File: src/rtl/rv_fetch_queue_if.sv
// ---------------------------------------------------------------------------
// rv_fetch_queue_if
//   Bundles the fetch-queue control, instruction-memory and ID-stage signals.
//   master : the fetch queue (drives imem request and ID-side outputs)
//   slave  : the surrounding pipeline / memory (drives controls and rdata)
// Signals
//   PCSrc          branch taken in EX: redirect + flush
//   PC_Branch      redirect target
//   PC_write       0 = freeze fetch issue
//   IF_ID_write    ID consumes head entry this cycle
//   imem_req       fetch request issued this cycle
//   imem_addr      fetch address (= PC)
//   imem_rdata     instruction, valid one cycle after imem_req
//   ID_valid       head entry valid
//   PC_ID          PC of head instruction (0 when empty)
//   INSTRUCTION_ID head instruction (NOP when empty)
//   fifo_count     occupied entries
// ---------------------------------------------------------------------------
interface rv_fetch_queue_if #(
    parameter int XLEN  = 32,
    parameter int DEPTH = 4
);
    localparam int CNT_W = $clog2(DEPTH) + 1;

    logic             PCSrc;
    logic [XLEN-1:0]  PC_Branch;
    logic             PC_write;
    logic             IF_ID_write;
    logic             imem_req;
    logic [XLEN-1:0]  imem_addr;
    logic [31:0]      imem_rdata;
    logic             ID_valid;
    logic [XLEN-1:0]  PC_ID;
    logic [31:0]      INSTRUCTION_ID;
    logic [CNT_W-1:0] fifo_count;

    modport master (
        input  PCSrc, PC_Branch, PC_write, IF_ID_write, imem_rdata,
        output imem_req, imem_addr, ID_valid, PC_ID, INSTRUCTION_ID, fifo_count
    );

    modport slave (
        output PCSrc, PC_Branch, PC_write, IF_ID_write, imem_rdata,
        input  imem_req, imem_addr, ID_valid, PC_ID, INSTRUCTION_ID, fifo_count
    );
endinterface

File: src/rtl/rv_fetch_queue.sv
// ---------------------------------------------------------------------------
// rv_fetch_queue
//   PC generation, synchronous instruction-memory requests and a DEPTH-entry
//   prefetch FIFO feeding the ID stage. Decouples fetch from decode stalls and
//   squashes wrong-path instructions on a branch redirect.
// Ports
//   clk    rising-edge clock
//   reset  asynchronous, active-high
//   fq     rv_fetch_queue_if.master (controls, imem bus, ID-side head outputs)
// ---------------------------------------------------------------------------
module rv_fetch_queue #(
    parameter int                XLEN     = 32,
    parameter int                DEPTH    = 4,
    parameter logic [XLEN-1:0]   RESET_PC = {XLEN{1'b0}},
    parameter logic [31:0]       NOP_INSN = 32'h0000_0013
) (
    input  logic               clk,
    input  logic               reset,
    rv_fetch_queue_if.master   fq
);
    localparam int PTR_W = $clog2(DEPTH);
    localparam int CNT_W = PTR_W + 1;

    localparam logic [XLEN-1:0]  PC_STEP  = XLEN'(32'd4);
    localparam logic [PTR_W-1:0] PTR_ONE  = PTR_W'(1'b1);
    localparam logic [CNT_W-1:0] CNT_ONE  = CNT_W'(1'b1);
    localparam logic [CNT_W-1:0] CNT_ZERO = {CNT_W{1'b0}};
    localparam logic [CNT_W:0]   DEPTH_C  = (CNT_W + 1)'(DEPTH);

    logic [XLEN-1:0]  pc_r;
    logic [XLEN-1:0]  tag_pc_r;
    logic             inflight_r;
    logic [CNT_W-1:0] count_r;
    logic [PTR_W-1:0] rd_ptr_r;
    logic [PTR_W-1:0] wr_ptr_r;
    logic [XLEN-1:0]  fifo_pc_r   [DEPTH];
    logic [31:0]      fifo_insn_r [DEPTH];

    logic [CNT_W:0]   credit_sum_s;
    logic             issue_s;
    logic             push_s;
    logic             pop_s;
    logic             head_valid_s;
    logic [XLEN-1:0]  head_pc_s;
    logic [31:0]      head_insn_s;

    // Issue/push/pop decisions; the credit counts the in-flight slot so a
    // response can always be accepted. Reset gates issue so no request leaves
    // while state is being cleared.
    always_comb begin
        credit_sum_s = {1'b0, count_r} + {{CNT_W{1'b0}}, inflight_r};
        issue_s      = ~reset & fq.PC_write & ~fq.PCSrc & (credit_sum_s < DEPTH_C);
        push_s       = inflight_r & ~fq.PCSrc;
        pop_s        = fq.IF_ID_write & (count_r != CNT_ZERO);
    end

    // Head-of-queue view presented to ID; a bubble when the queue is empty.
    always_comb begin
        head_valid_s = 1'b0;
        head_pc_s    = {XLEN{1'b0}};
        head_insn_s  = NOP_INSN;
        if (count_r != CNT_ZERO) begin
            head_valid_s = 1'b1;
            head_pc_s    = fifo_pc_r[rd_ptr_r];
            head_insn_s  = fifo_insn_r[rd_ptr_r];
        end else begin
            head_valid_s = 1'b0;
            head_pc_s    = {XLEN{1'b0}};
            head_insn_s  = NOP_INSN;
        end
    end

    assign fq.imem_req       = issue_s;
    assign fq.imem_addr      = pc_r;
    assign fq.ID_valid       = head_valid_s;
    assign fq.PC_ID          = head_pc_s;
    assign fq.INSTRUCTION_ID = head_insn_s;
    assign fq.fifo_count     = count_r;

    // PC, request tag, FIFO storage, pointers and occupancy; flush wins over
    // everything except reset and drops any response landing this cycle.
    always_ff @(posedge clk or posedge reset) begin
        if (reset) begin
            pc_r       <= RESET_PC;
            tag_pc_r   <= {XLEN{1'b0}};
            inflight_r <= 1'b0;
            count_r    <= CNT_ZERO;
            rd_ptr_r   <= {PTR_W{1'b0}};
            wr_ptr_r   <= {PTR_W{1'b0}};
            for (int i = 0; i < DEPTH; i++) begin
                fifo_pc_r[i]   <= {XLEN{1'b0}};
                fifo_insn_r[i] <= NOP_INSN;
            end
        end else if (fq.PCSrc) begin
            pc_r       <= fq.PC_Branch;
            tag_pc_r   <= tag_pc_r;
            inflight_r <= 1'b0;
            count_r    <= CNT_ZERO;
            rd_ptr_r   <= {PTR_W{1'b0}};
            wr_ptr_r   <= {PTR_W{1'b0}};
        end else begin
            inflight_r <= issue_s;
            if (issue_s) begin
                pc_r     <= pc_r + PC_STEP;
                tag_pc_r <= pc_r;
            end else begin
                pc_r     <= pc_r;
                tag_pc_r <= tag_pc_r;
            end

            if (push_s) begin
                fifo_pc_r[wr_ptr_r]   <= tag_pc_r;
                fifo_insn_r[wr_ptr_r] <= fq.imem_rdata;
                wr_ptr_r              <= wr_ptr_r + PTR_ONE;
            end else begin
                wr_ptr_r <= wr_ptr_r;
            end

            if (pop_s) begin
                rd_ptr_r <= rd_ptr_r + PTR_ONE;
            end else begin
                rd_ptr_r <= rd_ptr_r;
            end

            case ({push_s, pop_s})
                2'b10:   count_r <= count_r + CNT_ONE;
                2'b01:   count_r <= count_r - CNT_ONE;
                default: count_r <= count_r;
            endcase
        end
    end
endmodule
File: src/flat_wrapper.sv
// flat-port wrapper written by rule: the top's interface ports become plain ports
module rv_fetch_queue_flat 
#(
    parameter int                XLEN     = 32,
    parameter int                DEPTH    = 4,
    parameter logic [XLEN-1:0]   RESET_PC = {XLEN{1'b0}},
    parameter logic [31:0]       NOP_INSN = 32'h0000_0013
)
  (clk, reset, fq_PCSrc, fq_PC_Branch, fq_PC_write, fq_IF_ID_write, fq_imem_rdata, fq_imem_req, fq_imem_addr, fq_ID_valid, fq_PC_ID, fq_INSTRUCTION_ID, fq_fifo_count);
  rv_fetch_queue_if #(.XLEN(XLEN), .DEPTH(DEPTH)) fq_i ();
  input  logic clk;
  input  logic reset;
  input wire logic [$bits(fq_i.PCSrc)-1:0] fq_PCSrc;
  input wire logic [$bits(fq_i.PC_Branch)-1:0] fq_PC_Branch;
  input wire logic [$bits(fq_i.PC_write)-1:0] fq_PC_write;
  input wire logic [$bits(fq_i.IF_ID_write)-1:0] fq_IF_ID_write;
  input wire logic [$bits(fq_i.imem_rdata)-1:0] fq_imem_rdata;
  output wire logic [$bits(fq_i.imem_req)-1:0] fq_imem_req;
  output wire logic [$bits(fq_i.imem_addr)-1:0] fq_imem_addr;
  output wire logic [$bits(fq_i.ID_valid)-1:0] fq_ID_valid;
  output wire logic [$bits(fq_i.PC_ID)-1:0] fq_PC_ID;
  output wire logic [$bits(fq_i.INSTRUCTION_ID)-1:0] fq_INSTRUCTION_ID;
  output wire logic [$bits(fq_i.fifo_count)-1:0] fq_fifo_count;
  assign fq_i.PCSrc = fq_PCSrc;
  assign fq_i.PC_Branch = fq_PC_Branch;
  assign fq_i.PC_write = fq_PC_write;
  assign fq_i.IF_ID_write = fq_IF_ID_write;
  assign fq_i.imem_rdata = fq_imem_rdata;
  assign fq_imem_req = fq_i.imem_req;
  assign fq_imem_addr = fq_i.imem_addr;
  assign fq_ID_valid = fq_i.ID_valid;
  assign fq_PC_ID = fq_i.PC_ID;
  assign fq_INSTRUCTION_ID = fq_i.INSTRUCTION_ID;
  assign fq_fifo_count = fq_i.fifo_count;
  rv_fetch_queue #(.XLEN(XLEN), .DEPTH(DEPTH), .RESET_PC(RESET_PC), .NOP_INSN(NOP_INSN)) u_core (.clk(clk), .reset(reset), .fq(fq_i));
endmodule
File: config.mk
export PLATFORM = sky130hd
export DESIGN_NAME = rv_fetch_queue_flat
export DESIGN_NICKNAME = d
export VERILOG_FILES = /design/src/rtl/rv_fetch_queue_if.sv /design/src/rtl/rv_fetch_queue.sv /design/src/flat_wrapper.sv
export SDC_FILE = /design/constraint.sdc
export NUM_CORES = 1
export LEC_CHECK = 0
export ABC_AREA = 1
export ABC_CLOCK_PERIOD_IN_PS = 24200
export BUFFER_PORTS_ARGS = -buffer_cell sky130_fd_sc_hd__buf_2
export CORE_UTILIZATION = 37
export CTS_BUF_LIST = sky130_fd_sc_hd__clkbuf_8
export DETAILED_ROUTE_END_ITERATION = 7
export PLACE_DENSITY_LB_ADDON = 0.25
export REMOVE_ABC_BUFFERS = 1
export SKIP_CTS_REPAIR_TIMING = 1
export SLEW_MARGIN = 20
export SYNTH_ARGS = -nofsm -noshare
export SYNTH_HDL_FRONTEND = slang
export SYNTH_SLANG_ARGS = --single-unit
File: constraint.sdc
create_clock -name clk -period 24.2 [get_ports clk]
set_input_delay 1.21 -clock clk [delete_from_list [all_inputs] [get_ports clk]]
set_output_delay 1.21 -clock clk [all_outputs]
set_load 0.01 [all_outputs]
### Word level (Yosys, flattened, before mapping)

Cells that the tools add are included.

| storage, ports and cells | value |
|---|---|
| logic and storage cells | 65 |
| output and inout bits | 101 |
| bits of input ports | 69 |
| bits in registers | 328 |

| cells by class | value |
|---|---|
| bitwise operators | 9 |
| $add $sub $neg | 6 |
| multiplexer cells | 22 |
| $lt $le $gt $ge | 4 |
| equality and inequality tests | 2 |
| reductions and logical operators | 8 |

Operator list:

| operator | number |
|---|---|
| 32-bit 2-to-1 mux | 9 |
| 128-bit bitwise mux | 2 |
| 32-bit binary-select mux with 2-bit select | 2 |
| 32-bit demux with 2-bit select | 1 |
| 32-bit by 3-bit adder with 32-bit output (second input constant) | 1 |
| 2-bit 2-to-1 mux | 4 |
| 3-bit >= comparator (second input constant) | 2 |
| 2-bit inverter with 3-bit output | 2 |
| 3-bit one-hot mux with 2 select lines | 1 |
| 2-bit nonzero test | 3 |
| 3-bit nonzero test | 2 |
| 1-bit bitwise AND | 5 |
| 2-bit by 1-bit adder with 2-bit output (second input constant) | 2 |
| 3-bit by 1-bit adder with 4-bit output | 1 |
| 4-bit by 3-bit less-than comparator with 1-bit output (second input constant) | 1 |
| 2-bit AND reduction | 2 |
| 3-bit by 1-bit adder with 3-bit output (second input constant) | 1 |
| 3-bit by 1-bit less-than comparator with 1-bit output (second input constant) | 1 |
| 3-bit 2-to-1 mux | 1 |
| 3-bit by 1-bit subtractor with 3-bit output (second input constant) | 1 |
| 2-bit by 1-bit equality test with 1-bit output (second input constant) | 1 |
| 2-bit equality test (second input constant) | 1 |
| 1-bit 2-to-1 mux | 2 |
| 1-bit inverter | 2 |
| 1-bit logical AND | 1 |

### Longest topological paths before layout

Gate-level depths: netlist (run 1).

| logic depth | value |
|---|---|
| word-level depth | 6 |
| mapped depth | 9 |
| mapped depth without buffers | 9 |

### Worst setup path after synthesis (run 1)

OpenSTA, ideal clock, no wires.

| timing path | value |
|---|---|
| path kind | input port to output port |
| start point | input reset |
| end point | output fq_imem_req |
| stages on the path | 4 |
| path buffers | 1 |
| arrival time | 9.339 ns |
| data required time | 22.990 ns |
| path slack | 13.651 ns |
| path through | inv_1 > nand3_1 > nor2_2 > buf_2 |

| between the ends | value |
|---|---|
| word-level cells in the longest chain between the ends | 4 |

Ends and longest elaborated chain:

| element | RTL line | RTL |
|---|---|---|
| from (decl) | flat_wrapper.sv:12 | `input logic reset;` |
| 1-bit inverter | rv_fetch_queue.sv:52 | `issue_s = ~reset & fq.PC_write & ~fq.PCSrc & (credit_sum_s < DEPTH_C);` |
| 1-bit bitwise AND (3 in series) | rv_fetch_queue.sv:52 |  |
| to (decl) | flat_wrapper.sv:18 | `output wire logic [$bits(fq_i.imem_req)-1:0] fq_imem_req;` |

No other way between the ends.

### Final worst setup path (run 1)

| timing path | value |
|---|---|
| start point | register u_core.rd_ptr_r[0] |
| end point | output fq_PC_ID[25] |

| between the ends | value |
|---|---|
| word-level cells in the longest chain between the ends | 5 |

Ends and longest elaborated chain:

| element | RTL line | RTL |
|---|---|---|
| from (decl) | rv_fetch_queue.sv:34 | `logic [PTR_W-1:0] rd_ptr_r;` |
| from (signal assigned) | rv_fetch_queue.sv:88 | `rd_ptr_r <= {PTR_W{1'b0}};` |
| from (signal assigned) | rv_fetch_queue.sv:99 | `rd_ptr_r <= {PTR_W{1'b0}};` |
| from (signal assigned) | rv_fetch_queue.sv:120 | `rd_ptr_r <= rd_ptr_r + PTR_ONE;` |
| 2-bit inverter with 3-bit output (not written as such) | rv_fetch_queue.sv:64 | `head_pc_s = fifo_pc_r[rd_ptr_r];` |
| 32-bit binary-select mux with 2-bit select | rv_fetch_queue.sv:64 |  |
| 32-bit 2-to-1 mux (not written as such) (2 in series) | rv_fetch_queue.sv:64 |  |
| 32-bit 2-to-1 mux | rv_fetch_queue.sv:62 | `if (count_r != CNT_ZERO) begin` |
| to (decl) | flat_wrapper.sv:21 | `output wire logic [$bits(fq_i.PC_ID)-1:0] fq_PC_ID;` |

No other way between the ends. The select of a mux whose other input is x is not followed.

==> results summary, run 1 <==
The flow ran to the end, and the final reports show no timing, DRC or antenna violations. The part of the cycle the worst path needs is 0.195. The maximum number of pins on one net before global-route repair is approximately 100. The height of the chip came out at 205 um. Wire segments on met2 add up to around 19000 um in the final route. The number of pins exceeding their max-slew limit in the final report is 0.

The wire length on met3 is around 2400 um. At the pin with the least slew margin, the transition time is just over 1 ns. The register cell area after layout came out at 8230 um^2. The placer congestion estimate is about 0.83.

The net switching power figure is 0.000399 W. The number of DRC markers in iteration 0 came out at about 890. The worst hold path belongs to the class reg -> reg. The clock root buffer master is sky130_fd_sc_hd__clkbuf_8.

The placed wire-length estimate after detailed placement is 25800 um. The shortest period the worst path allows is between 4 and 5 ns. The number of cell rows is 73. Pin placement for this block handled 170 I/O pins. The final global-route overflow total came out at 0. The count of input and output buffers is between 150 and 200. The number of global-route vias before repair is approximately 13000. The clock transition time at the flip-flop clock pins of the worst setup and hold paths is roughly 0.060 ns. The total core area came out at about 40000 um^2. Setup repair after global routing left no endpoint under its margin.

Of the total power, registers draw 0.475. The clock drives about 330 sinks. The synthesis-to-finish area growth is 15.4%.

The start point of the critical path is u_core.rd_ptr_r[0]$_DFFE_PP0P_. The power per unit of standard cell area came out at just under 80 nW/um^2. The die covers 41900 um^2.

The clock latency at the later pin of the worst-skew pair is between 0.6 and 0.7 ns. For this block, wires on met1 add up to approximately 20000 um. The total via count after detailed routing is roughly 13000. After detailed routing, the average wire length per cell comes to between 15 and 20 um.

The fraction of power spent switching nets is 0.292. The design internal power came out at 0.000965 W. The worst setup path is captured at a primary output. Of the total synthesized cell area, the portion taken by AND, OR, NAND and NOR gates is 0.214. The share of final-layout standard cells stronger than drive strength 1 came out at 0.148. Of the total synthesized cell area, the portion taken by full adders, half adders and majority gates is 0.00543. The origin of the critical flop-to-flop path is u_core.wr_ptr_r[1]$_DFFE_PP0P_. Signal routing reaches up to met4.

The number of distinct library cell variants in the gate-level netlist after synthesis is 31. The filler cells instantiated in the layout total 4071. The highest net fanout along the worst path came out at 94. For this run, the number of Yosys warnings is 0. Across every metal layer, demand over resource in global routing totals 0.209.

Summed over all failing endpoints, the final setup total negative slack is 0 ns. The critical path arrival came out at ~3.5 ns. The number of antenna-violating nets in the routed design is 0. The total wire length came out at around 43000 um. The H-tree was split into 2 levels. The leakage power total is ~8.4 nW.

TritonCTS built the clock tree. The pre-antenna-repair detailed-routing pass consisted of 5 iterations. The net count of the finished layout is about 2100. The total count of hold-check failures in the final report is 0. The number of max-cap violations is 0. For this run, design rule violations remaining after detail routing come to 0.

The number of endpoints failing setup at the final stage came out at 0. The initial antenna violation count is 0. VDD sags by at most approximately 0.000037 V. The maximum count of clock buffers along a single path is 3. The number of inserted diodes came out at 0. The worst-case headroom to the max-slew limit came out at 0.313. The minimum hold slack is 0.477 ns. The type of origin of the critical path is a flip-flop.

The via-per-instance ratio came out at around 5. The clock network power share is 0.385. The maximum clock rate came out at roughly 0.21 GHz. After synthesis the cells add up to 15200 um^2. In this run the horizontal extent of the chip is slightly above 200 um. The fraction of the mapped netlist area in compound gates came out at 0.169. The most common cell after layout, fill and taps aside is sky130_fd_sc_hd__nand2_1.

The first global-routing pass estimated slightly below 70000 um of wire. After synthesis, the share of cell area in mux cells is 0. The worst endpoint required time is 22.99 ns. The synthesized design contains approximately 330 register bits. The worst-case reg-to-reg path depth is 5. The proportion of synthesized chip area in sequential cells is 0.541. The XOR/XNOR share of the synthesized area is 0.00173. In the layout the commonest cells are sky130_fd_sc_hd__nand2_1, sky130_fd_sc_hd__dfrtp_1, sky130_fd_sc_hd__nor2_1, sky130_fd_sc_hd__o21ai_0, sky130_fd_sc_hd__buf_2.

The kind of critical path is reg -> out. The most critical setup path has its endpoint at fq_PC_ID[25]. The number of clock buffers added by TritonCTS is 58. The combinational fraction of design power is 0.141. By area, the combinational part of the netlist is dominated by simple AND/OR/NAND/NOR gates. The synthesized area divided by synthesized cell count came out at around 8.0 um^2. After technology mapping, the gate count stands at around 1900. The multi-input logic area came out at ~6000 um^2. Setup slack on the worst reg-to-reg path comes out at roughly 22 ns. For the final database, setup skew stands at 0.0188 ns. In this run the critical register-to-register path is captured at u_core.fifo_insn_r[95]$_DFFE_PP0P_. The starting density of the core is 0.379.
metal layers:
| layer | vias up | global-route usage |
|---|---|---|
| met5 | - | 0 |
| li1 | 6436 | - |
| met1 | 6162 | 0.296 |
| met2 | 390 | 0.328 |
| met4 | 0 | 0.0669 |
| met3 | 55 | 0.0305 |
worst min-delay path by stage:
stage	start	end	slack, ns	depth (start not counted)
2_1_floorplan	u_core.fifo_insn_r[10]$_DFFE_PP0P_	u_core.fifo_insn_r[10]$_DFFE_PP0P_	0.45	2
6_report	u_core.fifo_insn_r[66]$_DFFE_PP0P_	u_core.fifo_insn_r[66]$_DFFE_PP0P_	0.48	2
3_5_place_dp	u_core.fifo_pc_r[26]$_DFFE_PP0P_	u_core.fifo_pc_r[26]$_DFFE_PP0P_	0.47	2
5_1_grt	u_core.fifo_insn_r[31]$_DFFE_PP0P_	u_core.fifo_insn_r[31]$_DFFE_PP0P_	0.50	2
3_3_place_gp	u_core.fifo_insn_r[10]$_DFFE_PP0P_	u_core.fifo_insn_r[10]$_DFFE_PP0P_	0.46	2
4_1_cts	u_core.fifo_insn_r[3]$_DFFE_PP0P_	u_core.fifo_insn_r[3]$_DFFE_PP0P_	0.48	2
per-stage QoR:
step | setup slack, ns | utilization | instances | area [um^2] | power (W)
2_1_floorplan | 11.84 | - | 1791 | 14600 | 0.000778
3_3_place_gp | 19.87 | 0.407 | 2501 | 16300 | 0.000845
3_5_place_dp | 19.90 | 0.407 | 2501 | 16300 | 0.000851
4_1_cts | 19.39 | 0.437 | 2606 | 17500 | 0.00138
5_1_grt | 19.25 | 0.438 | 2607 | 17500 | 0.00144
6_report | 19.49 | 0.438 | 2607 | 17500 | 0.00136
flip-flops by register name (all words and copies together), names as in the netlist:
signal and cells:
u_core.inflight_r 1, u_core.fifo_insn_r 128, u_core.tag_pc_r 32, u_core.fq.imem_addr 32, u_core.rd_ptr_r 2, u_core.fq.fifo_count 3, u_core.wr_ptr_r 2, u_core.fifo_pc_r 128
logic make-up after synthesis:
group	count (synthesis)
buf+inv	246
fa+ha+maj	6
xor+xnor	3
flops	328
simple gates	821
compound gates	507
power groups by stage:
stage	Clock [W]	Combinational [W]	Sequential (W)
2_1_floorplan	0	0.000128	0.000650
3_3_place_gp	0	0.000190	0.000654
3_5_place_dp	0	0.000195	0.000656
4_1_cts	0.000540	0.000195	0.000647
5_1_grt	0.000562	0.000226	0.000655
6_report	0.000525	0.000192	0.000648
layout make-up:
| cell class | count | area share |
|---|---|---|
| clock buffers | 76 | 0.0596 |
| clock inverters | 29 | 0.00899 |
| inverters | 126 | 0.0275 |
| multi-input cells | 1337 | 0.341 |
| flip-flops and latches | 328 | 0.469 |
| well taps | 525 | 0.0374 |
| repair buffers | 186 | 0.0568 |
critical path, stage by stage (launching register included):
cell                       delay (ns)
sky130_fd_sc_hd__dfrtp_4         0.70
sky130_fd_sc_hd__clkinv_2        0.48
sky130_fd_sc_hd__buf_4           0.80
sky130_fd_sc_hd__o21ai_0         0.20
sky130_fd_sc_hd__a21oi_1         0.40
sky130_fd_sc_hd__buf_2           0.21
Yosys cell counts:
| master | n | share of area |
|---|---|---|
| sky130_fd_sc_hd__o21ai_1 | 120 | 0.039 |
| sky130_fd_sc_hd__a21oi_1 | 70 | 0.023 |
| sky130_fd_sc_hd__inv_1 | 122 | 0.030 |
| sky130_fd_sc_hd__nand2_1 | 429 | 0.11 |
| sky130_fd_sc_hd__o311ai_0 | 3 | 0.0017 |
| sky130_fd_sc_hd__nor2_4 | 3 | 0.0022 |
| sky130_fd_sc_hd__dfstp_2 | 12 | 0.021 |
| sky130_fd_sc_hd__o21bai_1 | 1 | 0.00049 |
| sky130_fd_sc_hd__or2_2 | 1 | 0.00041 |
| sky130_fd_sc_hd__buf_4 | 7 | 0.0035 |
| sky130_fd_sc_hd__nand4_2 | 1 | 0.00082 |
| sky130_fd_sc_hd__o211ai_1 | 8 | 0.0039 |
| sky130_fd_sc_hd__nor3_1 | 2 | 0.00066 |
| sky130_fd_sc_hd__nand3_1 | 58 | 0.019 |
| sky130_fd_sc_hd__or2_1 | 1 | 0.00041 |
| sky130_fd_sc_hd__nand4_1 | 3 | 0.0012 |
| sky130_fd_sc_hd__nor2_1 | 307 | 0.076 |
| sky130_fd_sc_hd__xor2_1 | 3 | 0.0017 |
| sky130_fd_sc_hd__o21ai_0 | 304 | 0.10 |
| sky130_fd_sc_hd__buf_2 | 77 | 0.025 |
| sky130_fd_sc_hd__buf_1 | 7 | 0.0017 |
| sky130_fd_sc_hd__nor2_2 | 5 | 0.0021 |
| sky130_fd_sc_hd__nand3b_1 | 6 | 0.0030 |
| sky130_fd_sc_hd__a22o_1 | 1 | 0.00058 |
| sky130_fd_sc_hd__ha_1 | 5 | 0.0041 |
| sky130_fd_sc_hd__fa_1 | 1 | 0.0013 |
| sky130_fd_sc_hd__nand2_2 | 4 | 0.0016 |
| sky130_fd_sc_hd__clkbuf_1 | 29 | 0.0072 |
| sky130_fd_sc_hd__dfrtp_1 | 316 | 0.52 |
| sky130_fd_sc_hd__inv_2 | 4 | 0.00099 |
| sky130_fd_sc_hd__nand3b_2 | 1 | 0.00074 |
(Power assumes the default switching activity.)
==> run 2: changes to the inputs <==
Settings changed: ABC_CLOCK_PERIOD_IN_PS 24200 to 4400.
Clock period 24.2 ns to 4.4 ns, I/O delays scaled along.
==> results summary, run 2 (synthesized netlist as in run 1, its figures left out) <==
The number of endpoints failing setup at the final stage was 0 (unchanged). The final layout net count is 2176 (+3.0%). The initial antenna violation count came out at 0 (unchanged). The worst slack at placement came out at 1.84 ns (-18.06 ns). TritonCTS built the clock tree. The height of the chip came out at 205 um (unchanged). The area of placed instances came out at 16400 um^2 (+0.46%). The share of final-layout standard cells stronger than drive strength 1 came out at 0.140 (-0.00836). The number of DRC markers in iteration 0 is 992 (+12%). The highest net fanout along the worst path is 76 (-19%). The measured slew at the worst slew-check pin is 1.04 ns (+0.00613 ns).

The number of cell rows came out at 73 (unchanged). The cell type group with the largest total delay on the critical path is buffers and inverters. The cell area after layout is 18100 um^2 (+3.4%). The number of max-cap violations came to 0 (unchanged).

The total wire length is 43500 um (+2.3%). The library cells used most frequently in the layout, excluding fill and tap cells, are sky130_fd_sc_hd__nand2_1, sky130_fd_sc_hd__dfrtp_1, sky130_fd_sc_hd__nor2_1, sky130_fd_sc_hd__o21ai_0, sky130_fd_sc_hd__buf_2. The die width came out at 205 um (unchanged).

The placed wire-length estimate after detailed placement is 26400 um (+2.3%). The total routing resource utilization after global routing is 0.210 (+0.000488). The number of antenna-violating nets in the routed design came out at 0 (unchanged).

The critical path arrival is 2.99 ns (-0.51 ns). The first-pass GRT wire length came out at 69200 um (+0.28%). The total via count after detailed routing is 13500 (+3.2%).

The worst setup path is captured at a primary output. The starting density of the core is 0.379 (unchanged). The slowest cell on the critical path is sky130_fd_sc_hd__dfrtp_4. Setup repair after global routing left no endpoint under its margin. The number of pins exceeding their max-slew limit in the final report is 0 (unchanged). The number of global-route vias before repair is 12700 (+1.3%). The worst stage delay on the critical path is 0.88 ns (+0.08 ns). The kind of critical path is reg -> out. The register cell area after layout came to 8230 um^2 (unchanged). The maximum clock rate is between 0.3 and 0.4 GHz. Leaving out fill and tap cells, the most frequent cell in the layout is sky130_fd_sc_hd__nand2_1.

The maximum count of clock buffers along a single path is 3 (unchanged). The clock latency at the later pin of the worst-skew pair came out at 0.63 ns (-0.02 ns). The number of inserted filler cells in the final layout is 4023 (-1.2%). The maximum number of pins on one net before global-route repair came to 158 (+53%). The number of buffers created by CTS is 57 (-1.7%). The worst-case headroom to the max-slew limit came out at 0.309 (-0.00409).

The number of inserted diodes is 0 (unchanged). The average wire per cell in the routed design is 16.3 um (about the same). The multi-input logic area came out at 5980 um^2 (unchanged).

The shortest period the worst path allows came out at 3.21 ns. STA classifies the critical path startpoint as a flip-flop. The TritonCTS sink count was 328 (unchanged). The via-per-instance ratio came out at 5.05 (+0.91%). The full die area is 41900 um^2 (unchanged). The total core area is 40100 um^2 (unchanged). The summed negative setup slack over all endpoints is 0 ns (unchanged). From synthesis to final layout, the design area changed by 19.3%. The placer congestion estimate is 0.877 (+5.4%).

The final global-route overflow total is 0 (unchanged). The sum of buffers and inverters on the critical path is 3 (unchanged). The part of the cycle the worst path needs came out at 0.729.

The slack of the critical path is 1.19 ns (-18.29 ns). The worst clock skew is 0.0268 ns (+0.00802 ns). The final reports fail on negative hold slack. The clock transition time at the flip-flop clock pins of the worst setup and hold paths came out at 0.06 ns (about the same). The minimum hold slack is -0.0106 ns (-0.488 ns). The first-pass iteration count of the detailed router came to 5 (unchanged).

In this run the worst hold path is classified as in -> reg. In the final layout, the registers with the most flip-flops are u_core.fifo_insn_r (128), u_core.fifo_pc_r (128). The signal on the critical path passes through clkinv_2 > buf_12 > o21ai_0 > a21oi_1 > buf_2. The top-level I/O count is 170 (unchanged). The clock root buffer master is sky130_fd_sc_hd__clkbuf_8.

The H-tree depth came out at 2 (unchanged). The total count of hold-check failures in the final report is 1 (+1). The power per unit of standard cell area came out at 406 nW/um^2 (+420%). The worst endpoint required time came out at 4.18 ns (-18.81 ns). The flow ran to the end, but the final reports show violations. The count of input and output buffers is 169 (unchanged). The leakage power total is 8.70 nW (+3.1%). The largest vdd supply drop came to 0.000165 V (+340%).

The number of remaining DRC errors came out at 0 (unchanged).
run 2: worst register-to-register path: cells and delay by family (launching register included):
family	cells	cell delay, ns
AND/OR/NAND/NOR	6	1.66
flip-flops	1	0.45
run 2: layer usage:
| layer | up-vias | GRT usage | share of wire |
|---|---|---|---|
| li1 | 6559 | - | - |
| met1 | 6466 | 0.298 | 0.47 |
| met2 | 386 | 0.324 | 0.45 |
| met3 | 53 | 0.0318 | 0.054 |
| met4 | 0 | 0.0709 | 0.020 |
| met5 | - | 0 | 0 |
run 2: cell type report:
class,instances,share of cell area
clock buffer,68,0.0516
tap,525,0.0362
sequential,328,0.454
inverter,126,0.0266
clock inverter,32,0.00869
timing repair buffer,251,0.0938
multi-input combinational,1337,0.329
run 2: stage by stage:
stage / cells / hold WS [ns] / util / total power [W]
after floorplan: 1791 / 0.286 / - / 0.00428
after global placement: 2501 / 0.250 / 0.409 / 0.00467
after detailed placement: 2501 / 0.256 / 0.409 / 0.00469
after CTS: 2601 / -0.424 / 0.436 / 0.00743
after global routing: 2667 / 0.00140 / 0.452 / 0.00779
final: 2667 / -0.0106 / 0.452 / 0.00737
run 2: worst paths after layout:
path / end / depth (start not counted) / startpoint / slack, ns
setup / recovery: fq_PC_ID[12] / 5 / u_core.rd_ptr_r[0]$_DFFE_PP0P_ / 1.19
min in group asynchronous: u_core.fifo_insn_r[117]$_DFFE_PP0P_ / 3 / reset / 0.15
hold reg to reg: u_core.fifo_insn_r[67]$_DFFE_PP0P_ / 2 / u_core.fifo_insn_r[67]$_DFFE_PP0P_ / 0.48
hold / removal: u_core.rd_ptr_r[0]$_DFFE_PP0P_ / 3 / fq_IF_ID_write / -0.01
max in group asynchronous: u_core.fifo_insn_r[22]$_DFFE_PP0P_ / 5 / reset / 2.50
setup reg to reg: u_core.fq.imem_addr[19]$_DFFE_PP0P_ / 6 / u_core.fq.fifo_count[2]$_DFFE_PP0P_ / 2.22
run 2: power breakdown:
group | leakage, nW | total (W) | switching, W | internal [W]
Clock | 0.660 | 0.00269 | 0.00125 | 0.00145
Sequential | 4.32 | 0.00357 | 0.000225 | 0.00334
Combinational | 3.73 | 0.00111 | 0.000701 | 0.000411
==> run 3: changes to the inputs <==
Settings changed: ABC_CLOCK_PERIOD_IN_PS 4400 to 3300.
Clock period 4.4 ns to 3.3 ns, I/O delays scaled along.
==> results summary, run 3 (synthesized netlist as in run 1, its figures left out) <==
The flow ran to the end, and the final reports show no timing, DRC or antenna violations. The number of endpoints failing setup at the final stage is 0 (unchanged). The core utilization of the finished layout came out at 0.456 (+0.00368). The worst endpoint required time came out at 3.13 ns (-1.05 ns). The measured slew at the worst slew-check pin is 0.897 ns (-0.138 ns). Clock tree synthesis selected as its root buffer the cell sky130_fd_sc_hd__clkbuf_8. The power per unit of standard cell area came out at 544 nW/um^2 (+34%). STA classifies the critical path startpoint as a flip-flop. The number of DRC markers in iteration 0 is 1253 (+26%).

The number of inserted diodes came out at 0 (unchanged). The leakage power total is 8.79 nW (+1.0%). The largest registers in the layout are u_core.fifo_insn_r (128), u_core.fifo_pc_r (128). The height of the chip came to 205 um (unchanged). The clock latency at the later pin of the worst-skew pair is 0.65 ns (+0.02 ns). The slack of the worst reg-to-reg path is 1.00 ns (-1.22 ns). The number of antenna-violating nets in the routed design is 0 (unchanged).

The total routing resource utilization after global routing came out at 0.210 (about the same). The largest vdd supply drop came out at 0.000290 V (+75%). The starting density of the core is 0.379 (unchanged).

STA classifies the critical path endpoint as a primary output. The total via count after detailed routing came out at 13300 (-0.89%). The via-per-instance ratio is 4.98 (-1.4%). The die width is 205 um (unchanged). The worst clock skew is 0.0243 ns (-0.00255 ns). The total core area came out at 40100 um^2 (unchanged). The maximum number of pins on one net before global-route repair came out at 134 (-15%). The total number of cells along the worst setup path is 6 (+1). The number of max-cap violations is 0 (unchanged). The final layout net count is 2181 (+0.23%). The clock network power share is 0.372 (+0.007).

The full die area is 41900 um^2 (unchanged). The H-tree depth was 2 (unchanged). The top-level I/O count was 170 (unchanged). The minimum hold slack is 0.0539 ns (+0.0645 ns). The TritonCTS sink count is 328 (unchanged). The critical path starts at u_core.fq.fifo_count[0]$_DFFE_PP0P_.

The final global-route overflow total is 0 (unchanged). The total count of hold-check failures in the final report is 0 (-1). The number of inserted filler cells in the final layout came to 4002 (-0.52%). The number of pins exceeding their max-slew limit in the final report was 0 (unchanged). The placer congestion estimate came out at 0.847 (-3.4%). The critical path arrival is 2.56 ns (-0.43 ns).

The number of global-route vias before repair came out at 12500 (-1.5%). The worst stage delay on the critical path came to 0.48 ns (-0.40 ns). The number of buffers created by CTS is 57 (unchanged).

The cell type group with the largest total delay on the critical path is buffers and inverters. The initial antenna violation count came out at 0 (unchanged). Setup repair after global routing left no endpoint under its margin.

The maximum count of clock buffers along a single path came out at 3 (unchanged). TritonCTS built the clock tree. The worst setup path endpoint is fq_PC_ID[18]. The count of input and output buffers came out at 169 (unchanged). The worst register-to-register path ends at u_core.fq.imem_addr[12]$_DFFE_PP0P_. The kind of critical path is reg -> out. The sum of buffers and inverters on the critical path came to 3 (unchanged). The number of cell rows is 73 (unchanged). The average wire per cell in the routed design is 16.2 um (-0.40%). The part of the cycle the worst path needs is 0.826. The startpoint identified for the worst register-to-register timing path is u_core.fq.fifo_count[2]$_DFFE_PP0P_. The critical path goes through nor2_1 > nand2_2 > inv_2 > buf_12 > a21oi_1 > buf_2. In the layout the commonest cells are sky130_fd_sc_hd__nand2_1, sky130_fd_sc_hd__dfrtp_1, sky130_fd_sc_hd__nor2_1, sky130_fd_sc_hd__o21ai_0, sky130_fd_sc_hd__buf_2. The combinational fraction of design power came out at 0.152 (about the same). The net switching power figure is 0.00293 W (+35%). The library cell used most frequently in the layout, excluding fill and tap cells, is sky130_fd_sc_hd__nand2_1.

The worst-case reg-to-reg path depth came out at 6 (unchanged). The fraction of power spent switching nets came out at 0.294 (-0.000413). The clock transition time at the flip-flop clock pins of the worst setup and hold paths is 0.06 ns (about the same). The maximum clock rate is approximately 0.37 GHz.

The share of power burned in registers came out at 0.476 (-0.008). For this design, the slowest cell found on the critical path is sky130_fd_sc_hd__inv_2. The share of final-layout standard cells stronger than drive strength 1 came out at 0.141 (+0.000547).

The routed design could run at a clock period as short as about 2.7 ns. The worst min-delay path class is in -> async. The design internal power was 0.00702 W (+35%). The highest net fanout along the worst path is 42 (-45%). The first-pass GRT wire length is 69200 um (about the same).

The number of remaining DRC errors came to 0 (unchanged). The placed wire-length estimate after detailed placement came out at 25800 um (-2.3%). The total wire length came to 43500 um (about the same). The worst-case headroom to the max-slew limit is 0.402 (+0.0927). Relative to the synthesized area, the layout overhead comes to 20.2%. The first-pass iteration count of the detailed router came out at 5 (unchanged).
==> run 3: changes by cell type in the layout (fill, tap and decap cells not counted), moves of 2 or more <==
| cell | delta |
|---|---|
| sky130_fd_sc_hd__buf_12 | +4 |
| sky130_fd_sc_hd__clkbuf_8 | +3 |
| sky130_fd_sc_hd__clkinv_2 | -3 |
| sky130_fd_sc_hd__dlygate4sd3_1 | +2 |
| sky130_fd_sc_hd__inv_1 | +8 |
==> run 3: worst min-delay path by stage <==
stage	start	to	slack, ns	depth (start not counted)
finish	reset	u_core.fifo_insn_r[24]$_DFFE_PP0P_	0.05	3
global route	reset	u_core.fifo_insn_r[55]$_DFFE_PP0P_	0.04	3
CTS	reset	u_core.fifo_insn_r[24]$_DFFE_PP0P_	-0.55	2
detailed placement	reset	u_core.fifo_insn_r[24]$_DFFE_PP0P_	0.15	2
global placement	reset	u_core.fifo_insn_r[24]$_DFFE_PP0P_	0.15	2
floorplan	fq_PCSrc	u_core.rd_ptr_r[1]$_DFFE_PP0P_	0.23	1
==> run 3: area by class of cell <==
cell class / count / area [um^2] / area share
clock buffers: 71 / 977 / 0.0534
clock inverters: 37 / 171 / 0.00937
inverters: 126 / 482 / 0.0263
multi-input cells: 1337 / 5980 / 0.327
flip-flops and latches: 328 / 8230 / 0.450
well taps: 525 / 657 / 0.0359
repair buffers: 256 / 1790 / 0.0981
==> run 3: per-stage QoR <==
stage	setup slack [ns]	power [W]	setup TNS [ns]	instance area [um^2]	std cells
detailed placement	1.06	0.00627	0	16500	2504
global placement	1.14	0.00623	0	16500	2504
finish	0.573	0.00995	0	18300	2680
floorplan	-8.01	0.00570	-2503.67	14600	1791
global route	0.460	0.0105	0	18300	2680
CTS	0.491	0.0100	0	17600	2612
==> run 3: power groups by stage <==
stage | Sequential (W) | Combinational (W) | Clock (W)
floorplan | 0.00476 | 0.000940 | 0
global placement | 0.00479 | 0.00144 | 0
detailed placement | 0.00480 | 0.00147 | 0
CTS | 0.00473 | 0.00148 | 0.00382
global route | 0.00479 | 0.00175 | 0.00400
finish | 0.00474 | 0.00151 | 0.00370
==> run 3: metal layers <==
metal,up-vias,track usage,routed length (um)
li1,6577,-,-
met1,6340,0.301,21000
met2,370,0.323,19600
met3,57,0.0323,2190
met4,0,0.0653,765
met5,-,0,0
==> run 3: worst reg2reg max path: stages (launching register included) <==
cell and delay (ns):
sky130_fd_sc_hd__dfrtp_1 0.45, sky130_fd_sc_hd__nor2_2 0.19, sky130_fd_sc_hd__nand4_4 0.41, sky130_fd_sc_hd__nand2_1 0.63
sky130_fd_sc_hd__inv_1 0.28, sky130_fd_sc_hd__nand2_1 0.13, sky130_fd_sc_hd__nand3_1 0.08
